--- config.mk ---
export PLATFORM = sky130hd
export DESIGN_NAME = requant_pair_flat
export DESIGN_NICKNAME = d
export VERILOG_FILES = /design/src/rtl/requant_pair_if.sv /design/src/rtl/requant_pair.sv /design/src/flat_wrapper.sv
export SDC_FILE = /design/constraint.sdc
export NUM_CORES = 2
export LEC_CHECK = 0
export CORE_ASPECT_RATIO = 0.75
export CORE_MARGIN = 5
export CORE_UTILIZATION = 40
export DETAILED_ROUTE_END_ITERATION = 7
export PLACE_DENSITY_LB_ADDON = 0.1
export RECOVER_POWER = 25
export SYNTH_ARGS = -nofsm -noshare
export SYNTH_HDL_FRONTEND = slang
export SYNTH_SLANG_ARGS = --single-unit
--- constraint.sdc ---
create_clock -name clk -period 11.2 [get_ports clk]
set_input_delay 3.36 -clock clk [delete_from_list [all_inputs] [get_ports clk]]
set_output_delay 3.36 -clock clk [all_outputs]
set_load 0.02 [all_outputs]
--- src/rtl/requant_pair_if.sv ---
// -----------------------------------------------------------------------------
// requant_pair_if
// Purpose : bundles the sample/control bus of the requant_pair block so the
//           producer (FFT side / host) and the requantizer share one port.
// Signals :
//   ce, sync_in, err_clr         control from upstream / host
//   a_re, a_im, b_re, b_im       signed IN_W channel samples, two pols
//   gain                         unsigned GAIN_W host gain (sampled at sync)
//   pol_a, pol_b                 packed {re8, im8} words toward packetizer
//   sync_out                     sync aligned with pol_a/pol_b
//   sync_err                     sticky misframed-sync flag
//   sat_cnt_a, sat_cnt_b         per-spectrum saturation counts
// Modports: master drives samples/control, slave is the requantizer.
// -----------------------------------------------------------------------------
interface requant_pair_if #(
   parameter int IN_W   = 18,
   parameter int GAIN_W = 16,
   parameter int SAT_W  = 16
);
   logic                     ce;
   logic                     sync_in;
   logic                     err_clr;
   logic signed [IN_W-1:0]   a_re;
   logic signed [IN_W-1:0]   a_im;
   logic signed [IN_W-1:0]   b_re;
   logic signed [IN_W-1:0]   b_im;
   logic [GAIN_W-1:0]        gain;
   logic [15:0]              pol_a;
   logic [15:0]              pol_b;
   logic                     sync_out;
   logic                     sync_err;
   logic [SAT_W-1:0]         sat_cnt_a;
   logic [SAT_W-1:0]         sat_cnt_b;

   modport master (
      output ce, sync_in, err_clr, a_re, a_im, b_re, b_im, gain,
      input  pol_a, pol_b, sync_out, sync_err, sat_cnt_a, sat_cnt_b
   );

   modport slave (
      input  ce, sync_in, err_clr, a_re, a_im, b_re, b_im, gain,
      output pol_a, pol_b, sync_out, sync_err, sat_cnt_a, sat_cnt_b
   );
endinterface

--- src/rtl/requant_pair.sv ---
// -----------------------------------------------------------------------------
// requant_pair
// Purpose : per-channel requantizer ahead of the packetizer. Two complex
//           polarizations are scaled by a per-spectrum gain, rounded half up,
//           saturated symmetrically to +/-127 and packed as {re8, im8}.
//           sync is delayed to stay aligned with the packed words; spectrum
//           framing is checked on the input side.
// Ports   :
//   clk        system clock
//   rst_n      asynchronous active-low reset
//   bus        requant_pair_if.slave (samples, gain, ce, sync, err_clr in;
//              pol_a/pol_b, sync_out, sync_err, sat_cnt_a/b out)
// Pipeline: stage 1 multiply, stage 2 round, stage 3 saturate/pack.
//           Everything advances only on ce.
// Option  : define REQUANT_STATS_EN to build the per-spectrum saturation
//           counters; otherwise sat_cnt_a/sat_cnt_b are tied to 0.
// -----------------------------------------------------------------------------

// One component lane: multiply -> round -> saturate, 3 ce-stages.
module requant_lane #(
   parameter int IN_W   = 18,
   parameter int GAIN_W = 16,
   parameter int SHIFT  = 22
) (
   input  logic                   clk,
   input  logic                   rst_n,
   input  logic                   ce,
   input  logic signed [IN_W-1:0] i_x,
   input  logic [GAIN_W-1:0]      i_g,
   output logic [7:0]             o_q
`ifdef REQUANT_STATS_EN
   ,
   output logic                   o_sat_nxt
`endif
);
   localparam int P_W = IN_W + GAIN_W + 1;
   localparam int R_W = P_W - SHIFT;
   localparam logic signed [P_W-1:0] RND  = {{(P_W-SHIFT){1'b0}}, 1'b1, {(SHIFT-1){1'b0}}};
   localparam logic signed [R_W-1:0] SMAX = R_W'(127);
   localparam logic signed [R_W-1:0] SMIN = R_W'(-127);

   logic signed [P_W-1:0] w_xe, w_ge, w_p, w_sum;
   logic signed [P_W-1:0] r_p;
   logic signed [R_W-1:0] w_r, r_r;
   logic                  w_hi, w_lo;
   logic [7:0]            w_q, r_q;

   // gain is unsigned: zero-extend so the signed product never sees it negative
   assign w_xe  = {{(P_W-IN_W){i_x[IN_W-1]}}, i_x};
   assign w_ge  = {{(P_W-GAIN_W){1'b0}}, i_g};
   assign w_p   = w_xe * w_ge;

   // round half up: add half an LSB, then arithmetic shift (floor)
   assign w_sum = r_p + RND;
   assign w_r   = R_W'(w_sum >>> SHIFT);

   // symmetric clip, -128 is never produced
   assign w_hi  = (r_r > SMAX);
   assign w_lo  = (r_r < SMIN);
   assign w_q   = w_hi ? 8'h7F : (w_lo ? 8'h81 : r_r[7:0]);

   always_ff @(posedge clk or negedge rst_n) begin
      if (!rst_n) begin
         r_p <= '0;
         r_r <= '0;
         r_q <= '0;
      end else if (ce) begin
         r_p <= w_p;
         r_r <= w_r;
         r_q <= w_q;
      end
   end

   assign o_q = r_q;
`ifdef REQUANT_STATS_EN
   // clip decision for the word about to be loaded into stage 3
   assign o_sat_nxt = w_hi | w_lo;
`endif
endmodule

module requant_pair #(
   parameter int IN_W     = 18,
   parameter int GAIN_W   = 16,
   parameter int GAIN_FRAC = 12,
   parameter int SHIFT    = 22,
   parameter int GAIN_RST = 4096,
   parameter int N_CHAN   = 2048,
   parameter int SAT_W    = 16
) (
   input  logic          clk,
   input  logic          rst_n,
   requant_pair_if.slave bus
);
   localparam int NUM_LANES = 4;   // a_re, a_im, b_re, b_im
   localparam int STAGES    = 3;
   localparam int CH_W      = $clog2(N_CHAN);

   // configuration sanity: shift must drop at least the gain fraction,
   // and channel framing relies on natural wrap of a power-of-two counter
   if (GAIN_FRAC >= SHIFT || (1 << CH_W) != N_CHAN) begin : g_cfg_chk
      $error("requant_pair: bad GAIN_FRAC/SHIFT/N_CHAN configuration");
   end

   logic [NUM_LANES-1:0][IN_W-1:0] w_x;
   logic [NUM_LANES-1:0][7:0]      w_q;
   logic [GAIN_W-1:0]              r_gain_act, w_g;
   logic                           w_sync_ce;
   logic [STAGES:1]                r_sync_pipe;
   logic [CH_W-1:0]                r_chan;
   logic                           r_locked;
   logic                           r_sync_err;
   logic                           w_bad_sync;

   assign w_x       = {bus.b_im, bus.b_re, bus.a_im, bus.a_re};
   assign w_sync_ce = bus.ce & bus.sync_in;

   // the sync sample already uses the new gain, so the whole spectrum
   // from channel 0 onward sees one consistent gain
   assign w_g = w_sync_ce ? bus.gain : r_gain_act;

`ifdef REQUANT_STATS_EN
   logic [NUM_LANES-1:0] w_sat_nxt;
`endif

   for (genvar gi = 0; gi < NUM_LANES; gi++) begin : g_lane
      requant_lane #(
         .IN_W   (IN_W),
         .GAIN_W (GAIN_W),
         .SHIFT  (SHIFT)
      ) u_lane (
         .clk       (clk),
         .rst_n     (rst_n),
         .ce        (bus.ce),
         .i_x       (w_x[gi]),
         .i_g       (w_g),
         .o_q       (w_q[gi])
`ifdef REQUANT_STATS_EN
         ,
         .o_sat_nxt (w_sat_nxt[gi])
`endif
      );
   end

   // input-side framing: chan is the index the *next* sample should carry
   assign w_bad_sync = bus.sync_in & r_locked & (r_chan != '0);

   always_ff @(posedge clk or negedge rst_n) begin
      if (!rst_n) begin
         r_gain_act  <= GAIN_W'(GAIN_RST);
         r_sync_pipe <= '0;
         r_chan      <= '0;
         r_locked    <= 1'b0;
         r_sync_err  <= 1'b0;
      end else if (bus.ce) begin
         r_sync_pipe <= {r_sync_pipe[STAGES-1:1], bus.sync_in};
         if (bus.sync_in) begin
            r_gain_act <= bus.gain;
            r_chan     <= CH_W'(1);
            r_locked   <= 1'b1;
         end else begin
            r_chan     <= r_chan + CH_W'(1);
         end
         // a bad sync wins over a simultaneous clear
         if (w_bad_sync)
            r_sync_err <= 1'b1;
         else if (bus.err_clr)
            r_sync_err <= 1'b0;
      end
   end

   assign bus.pol_a    = {w_q[0], w_q[1]};
   assign bus.pol_b    = {w_q[2], w_q[3]};
   assign bus.sync_out = r_sync_pipe[STAGES];
   assign bus.sync_err = r_sync_err;

`ifdef REQUANT_STATS_EN
   logic             w_flag_a, w_flag_b;
   logic [SAT_W-1:0] r_run_a, r_run_b, r_sat_cnt_a, r_sat_cnt_b;

   assign w_flag_a = w_sat_nxt[0] | w_sat_nxt[1];
   assign w_flag_b = w_sat_nxt[2] | w_sat_nxt[3];

   // Accounting happens on the edge that loads stage 3, so sat_cnt updates
   // together with sync_out and the sync word opens the new spectrum's run.
   always_ff @(posedge clk or negedge rst_n) begin
      if (!rst_n) begin
         r_run_a     <= '0;
         r_run_b     <= '0;
         r_sat_cnt_a <= '0;
         r_sat_cnt_b <= '0;
      end else if (bus.ce) begin
         if (r_sync_pipe[STAGES-1]) begin
            r_sat_cnt_a <= r_run_a;
            r_sat_cnt_b <= r_run_b;
            r_run_a     <= {{(SAT_W-1){1'b0}}, w_flag_a};
            r_run_b     <= {{(SAT_W-1){1'b0}}, w_flag_b};
         end else begin
            // sticky at all-ones, never wraps
            if (w_flag_a && (r_run_a != '1)) r_run_a <= r_run_a + SAT_W'(1);
            if (w_flag_b && (r_run_b != '1)) r_run_b <= r_run_b + SAT_W'(1);
         end
      end
   end

   assign bus.sat_cnt_a = r_sat_cnt_a;
   assign bus.sat_cnt_b = r_sat_cnt_b;
`else
   assign bus.sat_cnt_a = '0;
   assign bus.sat_cnt_b = '0;
`endif
endmodule
--- src/flat_wrapper.sv ---
// flat-port wrapper written by rule: the top's interface ports become plain ports
module requant_pair_flat 
#(
   parameter int IN_W     = 18,
   parameter int GAIN_W   = 16,
   parameter int GAIN_FRAC = 12,
   parameter int SHIFT    = 22,
   parameter int GAIN_RST = 4096,
   parameter int N_CHAN   = 2048,
   parameter int SAT_W    = 16
)
  (clk, rst_n, bus_ce, bus_sync_in, bus_err_clr, bus_a_re, bus_a_im, bus_b_re, bus_b_im, bus_gain, bus_pol_a, bus_pol_b, bus_sync_out, bus_sync_err, bus_sat_cnt_a, bus_sat_cnt_b);
  requant_pair_if #(.IN_W(IN_W), .GAIN_W(GAIN_W), .SAT_W(SAT_W)) bus_i ();
  input  logic clk;
  input  logic rst_n;
  input wire logic [$bits(bus_i.ce)-1:0] bus_ce;
  input wire logic [$bits(bus_i.sync_in)-1:0] bus_sync_in;
  input wire logic [$bits(bus_i.err_clr)-1:0] bus_err_clr;
  input wire logic [$bits(bus_i.a_re)-1:0] bus_a_re;
  input wire logic [$bits(bus_i.a_im)-1:0] bus_a_im;
  input wire logic [$bits(bus_i.b_re)-1:0] bus_b_re;
  input wire logic [$bits(bus_i.b_im)-1:0] bus_b_im;
  input wire logic [$bits(bus_i.gain)-1:0] bus_gain;
  output wire logic [$bits(bus_i.pol_a)-1:0] bus_pol_a;
  output wire logic [$bits(bus_i.pol_b)-1:0] bus_pol_b;
  output wire logic [$bits(bus_i.sync_out)-1:0] bus_sync_out;
  output wire logic [$bits(bus_i.sync_err)-1:0] bus_sync_err;
  output wire logic [$bits(bus_i.sat_cnt_a)-1:0] bus_sat_cnt_a;
  output wire logic [$bits(bus_i.sat_cnt_b)-1:0] bus_sat_cnt_b;
  assign bus_i.ce = bus_ce;
  assign bus_i.sync_in = bus_sync_in;
  assign bus_i.err_clr = bus_err_clr;
  assign bus_i.a_re = bus_a_re;
  assign bus_i.a_im = bus_a_im;
  assign bus_i.b_re = bus_b_re;
  assign bus_i.b_im = bus_b_im;
  assign bus_i.gain = bus_gain;
  assign bus_pol_a = bus_i.pol_a;
  assign bus_pol_b = bus_i.pol_b;
  assign bus_sync_out = bus_i.sync_out;
  assign bus_sync_err = bus_i.sync_err;
  assign bus_sat_cnt_a = bus_i.sat_cnt_a;
  assign bus_sat_cnt_b = bus_i.sat_cnt_b;
  requant_pair #(.IN_W(IN_W), .GAIN_W(GAIN_W), .GAIN_FRAC(GAIN_FRAC), .SHIFT(SHIFT), .GAIN_RST(GAIN_RST), .N_CHAN(N_CHAN), .SAT_W(SAT_W)) u_core (.clk(clk), .rst_n(rst_n), .bus(bus_i));
endmodule
# ---- Word-level counts from Yosys, hierarchy flattened
# Cells that the tools add are included.
dict set report totals {
  inputBits 93
  elab_cells 53
  regBits 256
  output_inout_bits 66
}
dict set report classes {
  mux 12
  bitwise 3
  n_reduce_logical 4
  order_cmp 8
  n_mul 4
  n_addsub 5
}
# operator count
set ops {}
lappend ops {{35-bit by 23-bit adder with 35-bit output (second input constant)} 4}
lappend ops {{18-bit by 17-bit multiplier with 35-bit output} 4}
lappend ops {{8-bit 2-to-1 mux} 8}
lappend ops {{13-bit by 8-bit greater-than comparator with 1-bit output (second input constant)} 4}
lappend ops {{13-bit by 8-bit less-than comparator with 1-bit output (second input constant)} 4}
lappend ops {{16-bit 2-to-1 mux} 1}
lappend ops {{11-bit by 1-bit adder with 11-bit output (second input constant)} 1}
lappend ops {{11-bit 2-to-1 mux} 1}
lappend ops {{11-bit nonzero test} 1}
lappend ops {{2-bit AND reduction} 2}
lappend ops {{1-bit AND} 3}
lappend ops {{1-bit 2-to-1 mux} 2}
lappend ops {{2-bit nonzero test} 1}

# ---- Depth between registers and ports, before layout
dict set report logic_depth {
  word_depth 4
  depth_mapped 31
  mapped_depth_nobuf 27
}

# ---- Modules after synthesis
# Synthesis repeated with hierarchy kept, for this count alone.
dict set report hier_totals {
  cells_unflattened 5666
  hier_area_um2 51318.0
}
# module seq_area_each_um2 area_each_um2 instances cells_each
set modules_own_cells {}
lappend modules_own_cells {{requant_lane at u_core.g_lane[0].u_lane} 875.8 12633.4 1 1425}
lappend modules_own_cells {{requant_lane at u_core.g_lane[3].u_lane} 875.8 12346.8 1 1365}
lappend modules_own_cells {{requant_lane at u_core.g_lane[1].u_lane} 875.8 12330.6 1 1360}
lappend modules_own_cells {{requant_lane at u_core.g_lane[2].u_lane} 875.8 12309.3 1 1362}
lappend modules_own_cells {requant_pair 802.0 1697.9 1 154}

# ---- Worst setup path before layout
# No wires, ideal clock.
dict set report synth_path {
  path_type {input to register}
  start {in bus_ce}
  end {reg u_core.g_lane[3].u_lane.r_p[34]}
  path_stages 26
  t_arrival_ns 10.151
  n_path_buf 4
  required_ns 11.131
  setup_time_ns 0.069
  setup_slack_ns 0.980
  cell_sequence {clkbuf_1 and2_1 clkbuf_1 clkbuf_1 nand2_1 nand2_1 clkbuf_1 nand2_1 fa_1 fa_1 inv_1 fa_1 fa_1 fa_1 inv_1 fa_1 inv_1 ha_1 a21o_1 a21o_1 a21oi_1 o21ai_1 o41ai_2 o21ai_1 a2111o_1 nand3_1}
}
dict set report synth_via {
  elab_chain_len 3
}
# element line
set synth_rtl {}
lappend synth_rtl {{from (decl)} flat_wrapper.sv:16} ;# input wire logic [$bits(bus_i.ce)-1:0] bus_ce;
lappend synth_rtl {{1-bit AND} requant_pair.sv:115} ;# assign w_sync_ce = bus.ce & bus.sync_in;
lappend synth_rtl {{16-bit 2-to-1 mux} requant_pair.sv:119} ;# assign w_g = w_sync_ce ? bus.gain : r_gain_act;
lappend synth_rtl {{18-bit by 17-bit multiplier with 35-bit output} requant_pair.sv:51} ;# assign w_p = w_xe * w_ge;
lappend synth_rtl {{to (signal assigned)} requant_pair.sv:68} ;# r_p <= w_p;
lappend synth_rtl {{to (decl)} requant_pair.sv:43} ;# logic signed [P_W-1:0] r_p;
# Several ways; a longest one is shown, not always the timed one.
# A chain may end at the register's enable or synchronous reset.

# ---- Worst setup path after layout
dict set report layout_path {
  start {in bus_sync_in}
  end {reg u_core.g_lane[0].u_lane.r_p[34]}
}
dict set report layout_via {
  elab_chain_len 3
}
# element line
set layout_rtl {}
lappend layout_rtl {{from (decl)} flat_wrapper.sv:17} ;# input wire logic [$bits(bus_i.sync_in)-1:0] bus_sync_in;
lappend layout_rtl {{1-bit AND} requant_pair.sv:115}
lappend layout_rtl {{16-bit 2-to-1 mux} requant_pair.sv:119}
lappend layout_rtl {{18-bit by 17-bit multiplier with 35-bit output} requant_pair.sv:51}
lappend layout_rtl {{to (signal assigned)} requant_pair.sv:68}
lappend layout_rtl {{to (decl)} requant_pair.sv:43}
# Every way passes these cells.

==> out/results.tsv <==
stage	metric	value	unit
status	run_status	complete, but fails checks	
status	failed_checks	max-capacitance violations, max-slew violations	
cells_and_area	layout.cells.most_common	sky130_fd_sc_hd__inv_1	
yosys	post_synth_xor_area_fraction	2.45	%
grt	grt-ovfl-total	0	
setup_path	timing_worst_setup_path_type	in -> reg	
yosys	synth_enable_flop_cells	0	
floorplanning	design.core.area	122000	µm²
clocking	cts.root.buffer_cell	sky130_fd_sc_hd__clkbuf_16	
floorplanning	die_area	131000	µm²
yosys	post_synth_and_or_nand_nor_area_fraction	14.5	%
yosys	synthesis.yosys.warnings	0	
yosys	dominant_combinational_cell_family_by_area_after_synthesis	adder cells	
clocking	post_cts_buffers	0	
min_path	min-delay-start	u_core.g_lane[0].u_lane.o_q[5]$_DFFE_PN0P_	
clocking	cts.htree.levels	4	
yosys	synth_flop_type	sky130_fd_sc_hd__dfrtp_1	
cells_and_area	multi_input_logic_area	38700	µm²
clocking	tritoncts	yes	
clocking	cts_num_sinks	172	
grt	global_route.usage.total	20.8	%
yosys	share_of_flip_flops_with_an_asynchronous_set_or_reset	100	%
yosys	synth_adder_area_share	56.1	%
place	buffer_ports.inserted	126	
setup_path	worst-endpoint-arrival	10830	ps
setup_path	r2r_setup_slack	4180	ps
drt	met3WireLength	5940	µm
grt	grt_pass1_wl	214000	µm
place	post_dp_hpwl	104000	µm
setup_path	timing.critical_path.required	11580	ps
sta	setup_violations	0	
setup_path	critPathMaxStageDelay	560	ps
sta	max_slew.worst_pin.slew	3360	ps
drt	topRoutingLayerUsed	met4	
floorplanning	die_height	314	µm
min_path	hp-class	reg -> reg	
clocking	clk_pin_slew	70	ps
grt	grt_pass1_vias	36162	
sta	timing.max_slew.rel_slack	-124	%
setup_path	critPathBufInv	7	
cells_and_area	drive_gt1_share	3.69	%
grt	grt_antenna_before_repair	4	
clocking	hold_buffers	0	
grt	maximum_number_of_pins_on_one_net_before_global_route_repair	178	
drt	m1WireLength	65900	µm
setup_path	most_used_cell_along_the_critical_path	sky130_fd_sc_hd__fa_1	
drt	drt_pass1_iterations	5	
yosys	synth-seq-area-share	8.71	%
clocking	cts-resized-gates	0	
drt	dr_wl_met2	55100	µm
drt	vias_per_cell	4.67	
setup_path	critical_path.startpoint_type	input port	
drt	finalWirelength	128000	µm
drt	number_of_nets_with_antenna_violations_after_routing	0	
floorplanning	top_level_ports	159	
yosys	netlist_area	49400	µm²
clocking	cts.path.max_buffers	2	
drt	num_vias	32987	
yosys	synth.mux.area_fraction	1.17	%
sta	timing_hold_violations_final	0	
job	drv_cap	2	
cells_and_area	fillers	12164	
sta	finalClockSkew	24.6	ps
setup_path	timing.critical_path.from	bus_sync_in	
clocking	tritoncts.num_buffers	17	
yosys	post_synth_inst_count	5401	
clocking	clock_insertion_delay_worst_skew	490	ps
setup_path	cp_top_family	adder cells	
setup_path	cpMaxStageDelayCell	sky130_fd_sc_hd__fa_1	
place	finalWeightedCongestion	0.814	
sta	finalWorstPathRequiredPeriod	10450	ps
setup_path	r2r_startpoint	u_core.r_gain_act[12]$_DFFE_PN1N_	
sta	finalMaxSlewViolations	104	
floorplanning	num_rows	111	
cells_and_area	final_net_count	7020	
yosys	post_synth.cell_area_avg	9.15	µm²
drt	detail_route.drc_violations	0	
yosys	synth-compound-area-share	3.78	%
setup_path	sort_of_element_at_the_end_of_the_critical_path	flip-flop	
setup_path	critical_path.max_fanout	36	
yosys	yosys_register_bits	172	
floorplanning	die_x	416	µm
yosys	yosysUniqueCellTypes	67	
cells_and_area	synthToLayoutAreaGrowth	8.09	%
cells_and_area	most-common-layout-cells	1467 x sky130_fd_sc_hd__inv_1, 1164 x sky130_fd_sc_hd__fa_1, 780 x sky130_fd_sc_hd__nand2_1, 454 x sky130_fd_sc_hd__and2_1, 354 x sky130_fd_sc_hd__ha_1	
sta	maxClockFrequency	0.0957	GHz
sta	final.setup.tns	0	ps
cells_and_area	regArea	4310	µm²
drt	detailedRoute.firstIterationViolations	1836	
sta	rsz0062_at_grt	false	
floorplanning	initial_core_util	40.3	%
drt	wl_per_cell	18.1	µm
sta	finalCritPeriodShare	93.3	%
[area by class of cell]
type / instances / share of cell area (%)
timing repair buffer: 210 / 4.07
clock buffer: 17 / 0.796
inverter: 1468 / 10.3
sequential: 172 / 8.06
antenna: 2 / 0.00937
clock inverter: 15 / 0.394
multi-input combinational: 3540 / 72.5
tap: 1638 / 3.84
[flip-flops by register name, indices dropped and copies added, names as in the netlist]
signal and flops:
u_core.bus.sync_err 1, u_core.g_lane.u_lane.o_q 32, u_core.g_lane.u_lane.r_p 56, u_core.g_lane.u_lane.r_r 52, u_core.r_chan 11, u_core.r_gain_act 16
u_core.r_locked 1, u_core.r_sync_pipe 3
[cells by family (layout without fill, tap and decap cells)]
logic type / after synthesis / count (layout)
compound gates: 280 / 280
xor+xnor: 138 / 138
fa+ha+maj: 1518 / 1518
buf+inv: 1720 / 1710
flops: 172 / 172
mux: 51 / 51
other cells: 1 / 34
simple gates: 1521 / 1521
[cells in the mapped netlist, types with 2 or more instances]
cell	n	area share, %
sky130_fd_sc_hd__a2111o_1	2	0.046
sky130_fd_sc_hd__a211o_1	2	0.035
sky130_fd_sc_hd__a211oi_1	10	0.15
sky130_fd_sc_hd__a21o_1	32	0.49
sky130_fd_sc_hd__a21oi_1	113	1.1
sky130_fd_sc_hd__a21oi_2	3	0.053
sky130_fd_sc_hd__a221oi_2	3	0.091
sky130_fd_sc_hd__a31oi_1	3	0.038
sky130_fd_sc_hd__a31oi_2	2	0.051
sky130_fd_sc_hd__and2_1	454	5.7
sky130_fd_sc_hd__and3_1	31	0.39
sky130_fd_sc_hd__and4_1	4	0.071
sky130_fd_sc_hd__buf_1	8	0.061
sky130_fd_sc_hd__buf_4	32	0.49
sky130_fd_sc_hd__clkbuf_1	212	1.6
sky130_fd_sc_hd__dfrtp_1	171	8.7
sky130_fd_sc_hd__fa_1	1164	47
sky130_fd_sc_hd__ha_1	354	9.0
sky130_fd_sc_hd__inv_1	1468	11
sky130_fd_sc_hd__mux2_2	49	1.1
sky130_fd_sc_hd__nand2_1	796	6.0
sky130_fd_sc_hd__nand2b_1	5	0.063
sky130_fd_sc_hd__nand3_1	50	0.51
sky130_fd_sc_hd__nand4_1	12	0.15
sky130_fd_sc_hd__nor2_1	124	0.94
sky130_fd_sc_hd__nor2b_1	6	0.076
sky130_fd_sc_hd__nor3_1	18	0.18
sky130_fd_sc_hd__nor4_1	9	0.11
sky130_fd_sc_hd__o2111ai_1	2	0.035
sky130_fd_sc_hd__o211ai_1	3	0.046
sky130_fd_sc_hd__o21a_1	7	0.11
sky130_fd_sc_hd__o21ai_0	33	0.33
sky130_fd_sc_hd__o21ai_1	5	0.051
sky130_fd_sc_hd__o21bai_1	8	0.12
sky130_fd_sc_hd__o21bai_2	2	0.046
sky130_fd_sc_hd__o221ai_1	2	0.035
sky130_fd_sc_hd__o2bb2ai_1	26	0.46
sky130_fd_sc_hd__o31ai_1	3	0.046
sky130_fd_sc_hd__o32a_1	4	0.081
sky130_fd_sc_hd__or3_1	3	0.038
sky130_fd_sc_hd__or4_1	4	0.061
sky130_fd_sc_hd__xnor2_1	82	1.5
sky130_fd_sc_hd__xor2_1	56	0.99
[layer usage]
metal  GRT usage [%]  vias up
met4            2.48        0
met1            32.7    16832
met3            2.81       62
met5               0        -
li1                -    15522
met2            31.3      571
[through the flow]
stage | std cells | hold slack [ps] | utilization, % | area, µm² | setup WS, ps
after floorplan | 5432 | 435 | - | 49500 | 980
after global placement | 7028 | 476 | 43.1 | 52800 | 296
after detailed placement | 7028 | 474 | 43.1 | 52800 | 267
after CTS | 7060 | 498 | 43.6 | 53400 | 771
after global routing | 7061 | 510 | 43.6 | 53400 | 395
final | 7062 | 495 | 43.6 | 53400 | 752
[worst paths after layout]
kind	end	depth (start not counted)
hold / removal	u_core.g_lane[0].u_lane.o_q[5]$_DFFE_PN0P_	1
max in group asynchronous	u_core.g_lane[0].u_lane.r_p[30]$_DFFE_PN0P_	2
hold reg to reg	u_core.g_lane[0].u_lane.o_q[5]$_DFFE_PN0P_	1
setup / recovery	u_core.g_lane[0].u_lane.r_p[34]$_DFFE_PN0P_	27
min in group asynchronous	u_core.r_chan[5]$_DFFE_PN0P_	1
setup reg to reg	u_core.g_lane[0].u_lane.r_p[34]$_DFFE_PN0P_	22
Power is not shown: default switching activity piles up to over one toggle a cycle in this logic, so the estimate is an artifact.
